## src/rtl/serial_subtractor.sv

```systemverilog
// ============================================================================
// serial_subtractor
// ----------------------------------------------------------------------------
// Bit-serial WIDTH-bit subtractor computing a - b, LSB first, with a single
// full-adder cell. The subtrahend is inverted on load and the carry is seeded
// to 1. A subtraction takes WIDTH RUN cycles, then one DONE cycle.
//
// Ports:
//   clk      in   rising-edge clock
//   rst_n    in   asynchronous active-low reset
//   start    in   request, sampled only in IDLE
//   a        in   minuend, captured on the accepted start edge
//   b        in   subtrahend, captured on the accepted start edge
//   busy     out  high while the operation runs (RUN)
//   done     out  one-cycle pulse when the results update (DONE)
//   diff     out  a - b modulo 2^WIDTH (registered, held until next completion)
//   borrow   out  1 iff a < b, unsigned
//   overflow out  two's-complement overflow of a - b
// ============================================================================
module serial_subtractor #(
    parameter int WIDTH = 8
) (
    input  logic             clk,
    input  logic             rst_n,
    input  logic             start,
    input  logic [WIDTH-1:0] a,
    input  logic [WIDTH-1:0] b,
    output logic             busy,
    output logic             done,
    output logic [WIDTH-1:0] diff,
    output logic             borrow,
    output logic             overflow
);

    localparam int CW = (WIDTH > 2) ? $clog2(WIDTH) : 1;
    localparam logic [CW-1:0] LAST_COUNT = CW'(WIDTH - 1);

    localparam logic [1:0] IDLE = 2'd0;
    localparam logic [1:0] RUN  = 2'd1;
    localparam logic [1:0] DONE = 2'd2;

    logic [1:0]       state;
    logic [WIDTH-1:0] ra;
    logic [WIDTH-1:0] rb;
    logic [WIDTH-1:0] result;
    logic             carry;
    logic [CW-1:0]    count;
    logic             a_msb;
    logic             b_msb;

    logic             sum_bit;
    logic             carry_nxt;
    logic [WIDTH-1:0] result_nxt;

    // The single full-adder cell, plus the shift-in of its sum bit. The final
    // result is taken from result_nxt so the outputs load on the same edge as
    // the last bit is produced.
    always_comb begin
        sum_bit    = ra[0] ^ rb[0] ^ carry;
        carry_nxt  = (ra[0] & rb[0]) | (carry & (ra[0] ^ rb[0]));
        result_nxt = {sum_bit, result[WIDTH-1:1]};
    end

    always_ff @(posedge clk or negedge rst_n) begin
        if (!rst_n) begin
            state    <= IDLE;
            ra       <= '0;
            rb       <= '0;
            result   <= '0;
            carry    <= 1'b0;
            count    <= '0;
            a_msb    <= 1'b0;
            b_msb    <= 1'b0;
            diff     <= '0;
            borrow   <= 1'b0;
            overflow <= 1'b0;
        end else begin
            case (state)
                IDLE: begin
                    if (start) begin
                        ra    <= a;
                        rb    <= ~b;
                        carry <= 1'b1;
                        count <= '0;
                        a_msb <= a[WIDTH-1];
                        b_msb <= b[WIDTH-1];
                        state <= RUN;
                    end
                end
                RUN: begin
                    carry  <= carry_nxt;
                    result <= result_nxt;
                    ra     <= ra >> 1;
                    rb     <= rb >> 1;
                    count  <= count + 1'b1;
                    if (count == LAST_COUNT) begin
                        // A final carry of 1 means no borrow out of a + ~b + 1.
                        diff     <= result_nxt;
                        borrow   <= ~carry_nxt;
                        overflow <= (a_msb != b_msb) && (result_nxt[WIDTH-1] != a_msb);
                        state    <= DONE;
                    end
                end
                DONE: begin
                    state <= IDLE;
                end
                default: begin
                    state <= IDLE;
                end
            endcase
        end
    end

    assign busy = (state == RUN);
    assign done = (state == DONE);

endmodule
```

## config.mk

```make
export PLATFORM = sky130hd
export DESIGN_NAME = serial_subtractor
export DESIGN_NICKNAME = d
export VERILOG_FILES = /design/src/rtl/serial_subtractor.sv
export SDC_FILE = /design/constraint.sdc
export NUM_CORES = 1
export LEC_CHECK = 0
export CORE_MARGIN = 5
export CORE_UTILIZATION = 50
export DETAILED_ROUTE_END_ITERATION = 6
export GPL_TIMING_DRIVEN = 0
export PLACE_DENSITY = 0.76
export SYNTH_ARGS = -nofsm -noshare
export SYNTH_HDL_FRONTEND = slang
export SYNTH_SLANG_ARGS = --single-unit
```

## constraint.sdc

```tcl
create_clock -name clk -period 4.4 [get_ports clk]
set_input_delay 1.1 -clock clk [delete_from_list [all_inputs] [get_ports clk]]
set_output_delay 1.1 -clock clk [all_outputs]
set_load 0.005 [all_outputs]
```

=== Word level (Yosys, flattened, before mapping) ===
Cells that the tools add are included.

* Register bits: 42
* Logic and storage cells: 44

* Add/sub/neg operators: 1
* Equality and inequality tests: 7
* Mux-type cells: 11
* Bitwise operators: 7
* Reductions and logical operators: 7

{| class="wikitable"
|+ Operators by type and width
! kind !! count
|-
| case mux 8 bit (2 select lines) || 2
|-
| 2-to-1 mux 8 bit || 2
|-
| NOT 8 bit || 1
|-
| AND reduction 2 bit || 4
|-
| case mux 3 bit (2 select lines) || 1
|-
| 2-to-1 mux 2 bit || 2
|-
| case mux 2 bit (2 select lines) || 1
|-
| adder 3 x 1 -> 3 bit, second input constant || 1
|-
| equality test 3 bit, second input constant || 1
|-
| 2-to-1 mux 3 bit || 1
|-
| AND 1 bit || 2
|-
| equality test 2 x 1 -> 1 bit, second input constant || 1
|-
| equality test 2 bit, second input constant || 1
|-
| zero test 2 bit || 1
|-
| != test 1 bit || 2
|-
| != test 2 x 1 -> 1 bit, second input constant || 1
|-
| != test 2 bit, second input constant || 1
|-
| case mux 1 bit (2 select lines) || 1
|-
| nonzero test 2 bit || 1
|-
| bitwise XOR 1 bit || 2
|-
| logical AND 1 bit || 1
|-
| 2-to-1 mux 1 bit || 1
|-
| NOT 1 bit || 1
|-
| OR 1 bit || 1
|}

=== Depth between registers and ports, before layout ===
Gate-level depths: netlist of run 1.

* Depth after elaboration: 4
* Gate-level depth with buffers: 6
* Gate-level depth less buffers: 5

=== Worst setup path before layout of run 1 ===
No wires, ideal clock.

* Kind: flip-flop to output port
* Start: register state[1]
* End: output port busy
* Data arrival time: 867 ps
* Required time: 3300 ps
* Slack: 2433 ps
* Stages on the path, launching flop included: 4
* Path buffers: 1
* Cells stage by stage: dfrtp_1 -> nand2b_2 -> buf_6 -> inv_2

* Longest elaborated chain between the ends: 1

{| class="wikitable"
|+ RTL lines
! what !! line !! RTL
|-
| start: declaration || 42 || <nowiki>logic [1:0] state;</nowiki>
|-
| start signal: assignment || 66 || <nowiki>state <= IDLE;</nowiki>
|-
| start signal: assignment || 87 || <nowiki>state <= RUN;</nowiki>
|-
| start signal: assignment || 101 || <nowiki>state <= DONE;</nowiki>
|-
| equality test 2 x 1 -> 1 bit || 114 || <nowiki>assign busy = (state == RUN);</nowiki>
|-
| end: declaration || 28 || <nowiki>output logic busy,</nowiki>
|}

Every way passes these cells.

=== Worst setup path after layout of run 1 ===
Same ends and word-level chain as after synthesis.

==> results of run 1 <==
==> through the flow <==
step / setup slack (ps) / util / instances
finish: 1470 / 0.628 / 249
CTS: 1470 / 0.628 / 249
floorplan: 2430 / - / 163
global route: 1380 / 0.628 / 249
global placement: 1300 / 0.605 / 241
detailed placement: 1800 / 0.603 / 241
==> synth_stat cells, drive strengths merged <==
cell type | instances | area share
fa | 1 | 0.011
o31ai | 7 | 0.045
nand2b | 2 | 0.0083
o21bai | 1 | 0.0062
o21ai | 13 | 0.036
inv | 7 | 0.014
dfrtp | 41 | 0.56
and3b | 1 | 0.0048
buf | 4 | 0.017
ha | 2 | 0.014
a22o | 2 | 0.0096
mux2i | 7 | 0.038
and2 | 7 | 0.032
nor2b | 1 | 0.0034
a22oi | 1 | 0.0041
mux2 | 11 | 0.068
clkbuf | 3 | 0.0062
a2bb2oi | 2 | 0.0096
nand3b | 1 | 0.0062
a21oi | 1 | 0.0027
nor2 | 10 | 0.021
nand2 | 38 | 0.078
==> path summary, 6_finish.rpt <==
check                           endpoint  cells after the start
worst max-delay path                busy                      4
worst min-delay path            overflow                      2
min in group asynchronous          ra[7]                      1
worst max register to register    borrow                      5
max in group asynchronous          rb[5]                      1
worst min register to register  overflow                      2
==> power groups by stage <==
stage / Sequential [mW] / Clock, mW / Combinational [mW]
2_1_floorplan: 0.640 / 0 / 0.432
3_3_place_gp: 0.653 / 0 / 0.624
3_5_place_dp: 0.664 / 0 / 0.656
4_1_cts: 0.659 / 0.247 / 0.656
5_1_grt: 0.680 / 0.261 / 0.718
6_report: 0.659 / 0.242 / 0.642
==> worst reg2reg max path, stage by stage (launching register included) <==
cell	delay (ps)
dfrtp_1	400
ha_1	200
ha_1	210
nand3b_2	140
buf_4	200
mux2_2	350
==> layer usage <==
layer,vias up,track usage,wire [µm]
li1,616,-,-
met1,625,0.186,1620
met2,22,0.254,1770
met3,4,0.0518,142
met4,0,0.0702,46
met5,-,0,0
==> registers in the layout (all words and copies together), names as in the netlist <==
| name | flops |
|---|---|
| state | 2 |
| diff | 8 |
| ra | 8 |
| b_msb | 1 |
| count | 3 |
| borrow | 1 |
| result | 7 |
| carry | 1 |
| rb | 8 |
| overflow | 1 |
| a_msb | 1 |
==> area by class of cell <==
cell class                 count  share of cell area
buffer                         7              0.0188
clock buffer                   6              0.0321
clock inverter                 2             0.00663
inverter                       7              0.0116
multi-input combinational    108               0.321
sequential                    41               0.453
tap                           48              0.0265
timing repair buffer          30               0.130
==> kinds of logic after synthesis <==
family | share of synthesized area
fa+ha+maj | 0.0247
mux | 0.107
simple gates | 0.154
buf+inv | 0.0378
compound gates | 0.113
flops | 0.564
==> metrics.yaml, run 1 <==
outcome: "completed"
p_int_mw: 1.00
slowest_delay_ps: 530
hpwl_um: 2570
clock_skew_ps: 2.73
cts-resized-gates: 0
n_fill_cell: 292
antenna_found_initial: 0
first_pass_iters: 4
slew_viol_final: 0
hold_class: "register to register"
layout.nets: 222
layout_common_cells: "dfrtp_1, nand2_1, clkdlybuf4s50_1"
portBuffers: 30
pin_count: 31
grt_overflow: 0
r2r-start: "count[0]"
setup.worst_path.start: "state[1]"
wire_per_inst_um: 14.4
crit_fanout: 10
seq_power_share: 0.427
post_cts_buffers: 0
area_delta_synth_final_pct: 24.3
grt_use_total: 0.156
clock-sinks: 41
avgSynthCellArea_um2: 11.2
final_layout_size_suffix_gt1_frac: 0.194
rsz0062_at_grt: "no"
ff_latch_area_mm2: 0.00103
fp.dieArea_mm2: 0.00495
fin_crit_sh: 0.666
seq_area_frac_synth: 0.564
min_from: "overflow"
hold_viol_final: 0
crit_chain: "nand2b_2 > buf_6 > inv_2 > clkdlybuf4s50_1"
worstSetupPathType: "register to output pin"
cts_tree: "done"
cp.required_ps: 3300
grt_pass1_vias: 1404
die_h_um: 70.3
combPwrFrac: 0.416
h-tree-depth: 2
leakagePower_nw: 1.03
fin_hold_ws_ps: 484
finish.instance_area_mm2: 0.00226
diodes: 0
cts_buffers: 5
synthDistinctLibCells: 28
place.gp.congestion: 0.739
grt_max_degree: 42
crit_buf_inv: 3
cts_hold_buffers: 0
fmax_mhz: 341
p_switching_mw: 0.539
synth_warnings: 0
rows: 22
reg2reg_slack_ps: 2790
p_clk_frac: 0.157
cts-root-buf: "clkbuf_8"
swShare: 0.349
worstSetupStartpointType: "register"
clk_pin_slew_ps: 80
die_w_um: 70.3
tightest_slew_ps: 881
cap_violations: 0
core_area_mm2: 0.00361
ant_nets: 0
synth_area_mm2: 0.00182
start_util: 0.505
avgViaCountPerCell: 5.09
clockBufferDepth: 2
power.density_mw_per_mm2: 682
grt_pass1_wl_um: 6110
synth_cells: 163
drt-total-wl_um: 3580
finalPower_mw: 1.54
final_common_cell: "dfrtp_1"
syn-num-nets: 185
finalSetupTns_ps: 0
multiInputGateArea_um2: 726
vias: 1267
setup_violations: 0
critPathCaptureType: "output pin"
clk_latency_ps: 290
place_area_mm2: 0.00218
initialDrtViolationCount: 74
ir_drop_v: 0.000393
drc: 0
maxSlewHeadroom: 0.413
yosys_register_bits: 41
critPathTopFamily: "buffers and inverters"
cp_slowest_cell: "clkdlybuf4s50_1"
arrival_ps: 1830
min_period_ps: 2930
(Power assumes the default switching activity.)
==> run 2: changes to the inputs <==
- clock period: 4.4 -> 2.95 ns (I/O delays scaled with it)
==> results of run 2 <==
The final DEF is identical to that of run 1. Status: completed.
Main changes from that run: setup slack after placement 1800 ps -> 716 ps; setup slack after layout 1470 ps -> 384 ps; register-to-register setup slack 2790 ps -> 1340 ps; total power 1.54 mW -> 2.30 mW; worst IR drop on VDD 0.000393 V -> 0.000585 V
==> run 3: changes to the inputs <==
- SLEW_MARGIN: unset -> 40
==> run 3 against run 2 <==
Net effect: sequential share of layout area is 0.050 points lower; global-route usage is 0.061 points higher; worst hold slack worse by 76 ps; register-to-register slack hardly changed; maximum frequency hardly changed; combinational power hardly changed; worst setup slack hardly changed; critical path type unchanged; critical endpoint unchanged; power hardly changed; critical path depth stayed put; first-iteration DRC count is 1.4% lower; sequential power hardly changed.
==> metrics.yaml, run 3 (synthesis results as in run 1) <==
outcome: "completed"
ir_drop_v: 0.000585
clockBufferDepth: 2
finalSetupTns_ps: 0
rows: 22
leakagePower_nw: 1.03
die_h_um: 70.3
power.density_mw_per_mm2: 1020
cts_tree: "done"
slew_viol_final: 0
final_layout_size_suffix_gt1_frac: 0.194
initialDrtViolationCount: 73
area_delta_synth_final_pct: 24.5
hpwl_um: 2570
grt_max_degree: 42
worstSetupPathType: "register to output pin"
drt-total-wl_um: 3580
clock_skew_ps: 2.73
cap_violations: 0
hold_viol_final: 0
crit_fanout: 10
core_area_mm2: 0.00361
antenna_found_initial: 0
cp_slowest_cell: "clkdlybuf4s50_1"
arrival_ps: 1830
clock-sinks: 41
multiInputGateArea_um2: 726
grt_pass1_wl_um: 6140
post_cts_buffers: 0
r2r-start: "count[0]"
fin_crit_sh: 0.870
die_w_um: 70.3
drc: 0
avgViaCountPerCell: 5.08
n_fill_cell: 293
grt_pass1_vias: 1404
worstSetupStartpointType: "register"
critPathCaptureType: "output pin"
slowest_delay_ps: 530
final_common_cell: "dfrtp_1"
setup.worst_path.start: "state[1]"
place.gp.congestion: 0.739
grt_use_total: 0.156
place_area_mm2: 0.00218
cts-resized-gates: 0
first_pass_iters: 4
cts-root-buf: "clkbuf_8"
ff_latch_area_mm2: 0.00103
grt_overflow: 0
cts_buffers: 5
ant_nets: 0
crit_buf_inv: 3
cts_hold_buffers: 0
critPathTopFamily: "buffers and inverters"
cp.required_ps: 2210
reg_top3: "diff: 8 flops, ra: 8 flops, rb: 8 flops"
pin_count: 31
hold_class: "input pin to async pin"
finish.instance_area_mm2: 0.00227
layout_common_cells: "dfrtp_1, nand2_1, clkdlybuf4s50_1"
wire_per_inst_um: 14.4
layout.nets: 222
fp.dieArea_mm2: 0.00495
clk_pin_slew_ps: 80
crit_chain: "nand2b_2 > buf_6 > inv_2 > clkdlybuf4s50_1"
setup_violations: 0
vias: 1265
tightest_slew_ps: 505
rsz0062_at_grt: "no"
start_util: 0.505
portBuffers: 30
h-tree-depth: 2
maxSlewHeadroom: 0.663
clk_latency_ps: 290
diodes: 0
fin_util: 0.628
fmax_mhz: 390
min_period_ps: 2570
run 3: power by group:
| group | internal, mW | leakage (nW) | switching, mW |
|---|---|---|---|
| logic | 0.509 | 0.480 | 0.449 |
| clock network | 0.167 | 0.0374 | 0.195 |
| registers | 0.823 | 0.509 | 0.161 |
run 3: final timing paths:
path,end,slack (ps),cells after the start
worst min register to register,overflow,480,2
max in group asynchronous,rb[5],2190,1
min in group clk,overflow,480,2
worst max register to register,borrow,1340,5
worst min-delay path,ra[7],410,1
worst max-delay path,busy,380,4
run 3: area by class of cell:
type | instances | area share
Buffer | 7 | 0.0188
Clock buffer | 6 | 0.0320
Clock inverter | 2 | 0.00663
Inverter | 7 | 0.0116
Multi-Input combinational cell | 108 | 0.320
Sequential cell | 41 | 0.453
Tap cell | 48 | 0.0265
Timing Repair Buffer | 30 | 0.131
run 3: through the flow:
step / hold slack [ps] / setup slack (ps) / total power [mW] / cells
after floorplan: 442 / 1350 / 1.60 / 163
after global placement: 462 / 215 / 1.90 / 241
after detailed placement: 473 / 716 / 1.97 / 241
after CTS: 423 / 378 / 2.33 / 249
after global routing: 449 / 293 / 2.48 / 249
final: 408 / 384 / 2.30 / 249
run 3: routing by layer:
| metal | track usage | part of all wire | routed length, µm | up-vias |
|---|---|---|---|---|
| met3 | 0.0518 | 0.039 | 141 | 4 |
| met4 | 0.0702 | 0.013 | 46 | 0 |
| met1 | 0.188 | 0.45 | 1620 | 623 |
| met2 | 0.254 | 0.49 | 1770 | 22 |
| met5 | 0 | 0 | 0 | - |
| li1 | - | - | - | 616 |
==> RTL edit 1 (settings of run 2) <==
Set the parameter `WIDTH` to 4 (it was 8).
--- a/src/rtl/serial_subtractor.sv
+++ b/src/rtl/serial_subtractor.sv
@@ -18,7 +18,7 @@
 //   overflow out  two's-complement overflow of a - b
 // ============================================================================
 module serial_subtractor #(
-    parameter int WIDTH = 8
+    parameter int WIDTH = 4
 ) (
     input  logic             clk,
     input  logic             rst_n,
Interface: changed (resized a, b and diff); port bits go from 31 to 19. The function was not compared with the original's and may differ.
==> RTL edit 1 against run 2 <==
- sequential cell count fell by 17
- final cell count fell by 43%
- clock power fell by 53%
- combinational power fell by 47%
- cell area fell by 43%
- worst hold slack improved by 0.0098 ns
- total power fell by 46%
- area after synthesis fell by 43%
- clock skew rose by 0.0055 ns
- routed wire length fell by 44%
- register-to-register slack improved by 0.13 ns
- worst setup slack improved by 0.11 ns
- critical path type unchanged
- highest routed layer unchanged
==> RTL edit 1: results (changes against run 2) <==
metric,value,unit,change
synth-compound-area-share,17.5,%,was 11.3%
layout.cells.non_filler,141,,was 249
clkTransAtPathRegs,0.13,ns,was 0.08 ns
avgRoutedWirePerCell,14.1,µm,was 14.4 µm
grt_pass1_wl,3.42,mm,was 6.11 mm
synth_cell_type_count,21,,was 28
seq_area_frac_synth,57.6,%,was 56.4%
drt_pass1_iterations,4,,unchanged
htreeDepth,1,,was 2
grt_use_total,13.7,%,was 15.6%
placed_area,1260,µm²,was 2180 µm²
synthTopCellsByCount,"dfrtp_1, nand2_1, o21ai_0",,unchanged
reg2reg_from,ra[0],,was count[0]
crit_path_max_incr_delay,0.53,ns,about the same
reg.largest.list,"diff (4), ra (4), rb (4)",,"was diff (8), ra (8), rb (8)"
grt_max_degree,25,,was 42
cts-root-buf,clkbuf_4,,was clkbuf_8
synthTopCellsByArea,"dfrtp_1, a22oi_1, mux2_2",,"was dfrtp_1, nand2_1, mux2_2"
fillerInstances,157,,was 292
synth_nets,105,,was 185
synth_fa_ha_area_share,3.12,%,was 2.47%
cts-buffers-inserted,3,,was 5
hold_path.class,register to register,,unchanged
clk_latency,0.31,ns,was 0.29 ns
gp_congestion,0.772,,was 0.739
p_leak,0.000598,µW,was 0.00103 µW
clock_skew,0.00819,ns,was 0.00273 ns
synth.area.mux_share,6.47,%,was 10.7%
grt_pass1_vias,768,,was 1404
drive_gt1_share,12.3,%,was 19.4%
cts_max_path_buffers,2,,unchanged
slew_headroom,29.7,%,was 41.3%
critPathMaxFanout,9,,was 10
min_from,result[1],,was overflow
synthCells,92,,was 163
drt_iter0_drc,14,,was 74
place_hpwl,1.51,mm,was 2.57 mm
power.internal,821,µW,was 1500 µW
async_reset_ff_share,100,%,unchanged
final_nets,128,,was 222
ir_drop,0.487,mV,was 0.585 mV
pre_cts_ws,0.835,ns,was 0.716 ns
antenna_found_initial,0,,unchanged
multiInputGateArea,410,µm²,was 726 µm²
cp.arrival,1.72,ns,was 1.83 ns
num_vias,754,,was 1267
numPortBuffers,18,,was 30
slowest_stage,clkdlybuf4s50_1,,unchanged
run_status,finished clean,,unchanged
-- RTL edit 1: changes by cell type in the layout (fill, tap and decap cells not counted), moves of 3 or more --
| cell | delta |
|---|---|
| a22oi_1 | +8 |
| and2_4 | -6 |
| clkbuf_1 | -4 |
| clkbuf_4 | +3 |
| clkbuf_8 | -4 |
| clkdlybuf4s50_1 | -11 |
| dfrtp_1 | -17 |
| mux2_2 | -5 |
| mux2i_1 | -7 |
| nand2_1 | -24 |
| nand2b_1 | +3 |
| nor2_1 | -8 |
| o31ai_2 | -6 |
-- RTL edit 1: power by group through the flow --
stage | registers (µW) | logic (µW) | clock network, µW
floorplan | 558 | 329 | 0
finish | 572 | 511 | 171
global placement | 569 | 503 | 0
CTS | 573 | 523 | 173
detailed placement | 581 | 524 | 0
global route | 593 | 580 | 184
-- RTL edit 1: area by class of cell --
type | count | area share (%)
Buffer | 2 | 0.774
Clock buffer | 4 | 2.80
Inverter | 6 | 1.74
Multi-Input combinational cell | 60 | 31.7
Sequential cell | 24 | 46.4
Tap cell | 27 | 2.61
Timing Repair Buffer | 18 | 13.9
-- RTL edit 1: worst paths after layout --
path,end,cells past startpoint,slack (ns)
worst max register to register,overflow,5,1.47
worst min register to register,result[1],2,0.49
min in group asynchronous,result[1],1,0.98
max in group asynchronous,a_msb,1,1.33
worst min-delay path,result[1],2,0.49
worst max-delay path,busy,3,0.49
-- RTL edit 1: tightest hold or removal path: stages, from the launching register on --
cell and delay (ns):
dfrtp_1 0.37, nand2_1 0.05, nand2_1 0.06
-- RTL edit 1: per-layer routing --
layer	GRT usage (%)	wire, µm	vias to the layer above
met5	0	0	-
met4	5.21	8	0
met3	2.78	94	2
met2	23.0	981	22
met1	17.2	903	365
li1	-	-	365
==> RTL edit 2 (config.mk and constraints of run 2) <==
Without the edit above. Make the reset (`rst_n`) synchronous in one clocked block. Comments in the files are not updated.
--- a/src/rtl/serial_subtractor.sv
+++ b/src/rtl/serial_subtractor.sv
@@ -61,7 +61,7 @@
         result_nxt = {sum_bit, result[WIDTH-1:1]};
     end
 
-    always_ff @(posedge clk or negedge rst_n) begin
+    always_ff @(posedge clk) begin
         if (!rst_n) begin
             state    <= IDLE;
             ra       <= '0;
Function: differs if rst_n is asserted again (counterexample within 4 cycles, from zero or initial values and one cycle with rst_n low); with rst_n held inactive, the same outputs for 10 cycles.
==> RTL edit 2 against run 2 <==
- area after synthesis down 6.5%
- largest cell class unchanged
- cell area shrank 5.0%
- synthesized cell count rose by 21%
- highest routed layer unchanged
- sequential cell count is the same
- routed wire length shrank 3.2%
- worst setup slack better by 0.013 ns
- worst hold slack worse by 0.027 ns
Power is not compared: it rests on default switching activity, and its combinational part moved more than twofold at a synthesized area within 25%.
==> RTL edit 2: results (changes against run 2) <==
metric,value,unit,change
gp_congestion,0.750,,was 0.739
postCtsSetupBuffers,0,,unchanged
vias_per_cell,5.10,,was 5.09
synth_warnings,0,,unchanged
critPathMaxFanout,10,,unchanged
drt_pass1_iterations,4,,unchanged
hold_path.class,register to register,,unchanged
reg2reg_slack,1.46,ns,was 1.34 ns
grt_use_total,16.5,%,was 15.6%
seq_area_frac_synth,48.2,%,was 56.4%
diodes,0,,unchanged
drt_iter0_drc,67,,was 74
clock_skew,0.0161,ns,was 0.00273 ns
routed_wl,3.46,mm,was 3.58 mm
num_vias,1432,,was 1267
run_status,finished clean,,unchanged
drive_gt1_share,8.94,%,was 19.4%
cp.arrival,1.82,ns,
place_hpwl,2.57,mm,about the same
final_nets,256,,was 222
grt_pass1_wl,5.84,mm,was 6.11 mm
fillerInstances,304,,was 292
powerSeq,591,µW,
grt_max_degree,14,,was 42
grt_pass1_vias,1305,,was 1404
clkTransAtPathRegs,0.11,ns,was 0.08 ns
p_seq_share,53.5,%,
ir_drop,0.380,mV,
worst_slew_pin_slew,0.511,ns,was 0.881 ns
async_reset_ff_share,0,%,was 100%
p_leak,0.000803,µW,
netSwitchingPower,259,µW,
antenna_found_initial,0,,unchanged
synthCells,197,,was 163
synthTopCellsByCount,"dfxtp_1, nand2_1, a21oi_1",,"was dfrtp_1, nand2_1, o21ai_0"
synth_flop_cell,dfxtp_1,,was dfrtp_1
htreeDepth,2,,unchanged
synth_cell_type_count,30,,was 28
synth_nets,219,,was 185
clk_latency,0.35,ns,was 0.29 ns
placed_area,2060,µm²,was 2180 µm²
numPortBuffers,30,,unchanged
cts-resized-gates,0,,unchanged
numPlacedInstances,273,,was 241
reg.largest.list,"diff (8), ra (8), rb (8)",,unchanged
synthTopCellsByArea,"dfxtp_1, nand2_1, a21oi_1",,"was dfrtp_1, nand2_1, mux2_2"
cts-buffers-inserted,5,,unchanged
pg_comb,132,µW,
cts_max_path_buffers,2,,unchanged
multiInputGateArea,781,µm²,was 726 µm²
cts-root-buf,clkbuf_4,,was clkbuf_8
RTL edit 2: worst max-delay path, stage by stage (launching register included):
cell and delay [ns]:
dfxtp_1 0.41, or2b_4 0.33, inv_2 0.09, buf_6 0.14, clkdlybuf4s50_1 0.50
RTL edit 2: cells by family (layout without fill, tap and decap cells):
group                    Yosys count  in the layout  synth area share, %
flip-flops                        41             41                 48.2
multiplexers                       9              9                 5.29
buffers and inverters             18             56                 5.95
AO/OA/AOI/OAI                     51             51                 18.0
adder cells (fa/ha/maj)            3              3                 2.64
AND/OR/NAND/NOR                   75             75                 19.9
RTL edit 2: path summary, 6_finish.rpt:
| check | from | to | cells after the start |
|---|---|---|---|
| worst max-delay path | state[0] | busy | 4 |
| worst min-delay path | rb[4] | rb[4] | 2 |
| worst max register to register | count[0] | overflow | 6 |
| worst min register to register | rb[4] | rb[4] | 2 |
RTL edit 2: layout make-up:
| class | count | share of cell area (%) |
|---|---|---|
| sequential | 41 | 38.2 |
| multi-input combinational | 138 | 36.3 |
| timing repair buffer | 30 | 14.0 |
| buffer | 12 | 3.67 |
| tap | 46 | 2.68 |
| clock buffer | 6 | 2.39 |
| clock inverter | 2 | 1.75 |
| inverter | 6 | 1.05 |
RTL edit 2: metrics by stage:
step | setup WS, ns | hold WS, ns
after floorplan | 1.35 | 0.427
after global placement | 0.772 | 0.435
after detailed placement | 0.765 | 0.439
after CTS | 0.388 | 0.455
after global routing | 0.295 | 0.485
final | 0.397 | 0.456
RTL edit 2: routing by layer:
metal / part of all wire [%] / GRT usage, %
met5: 0 / 0
met4: 1.4 / 5.96
met3: 4.3 / 3.45
met2: 49 / 27.0
met1: 45 / 21.4
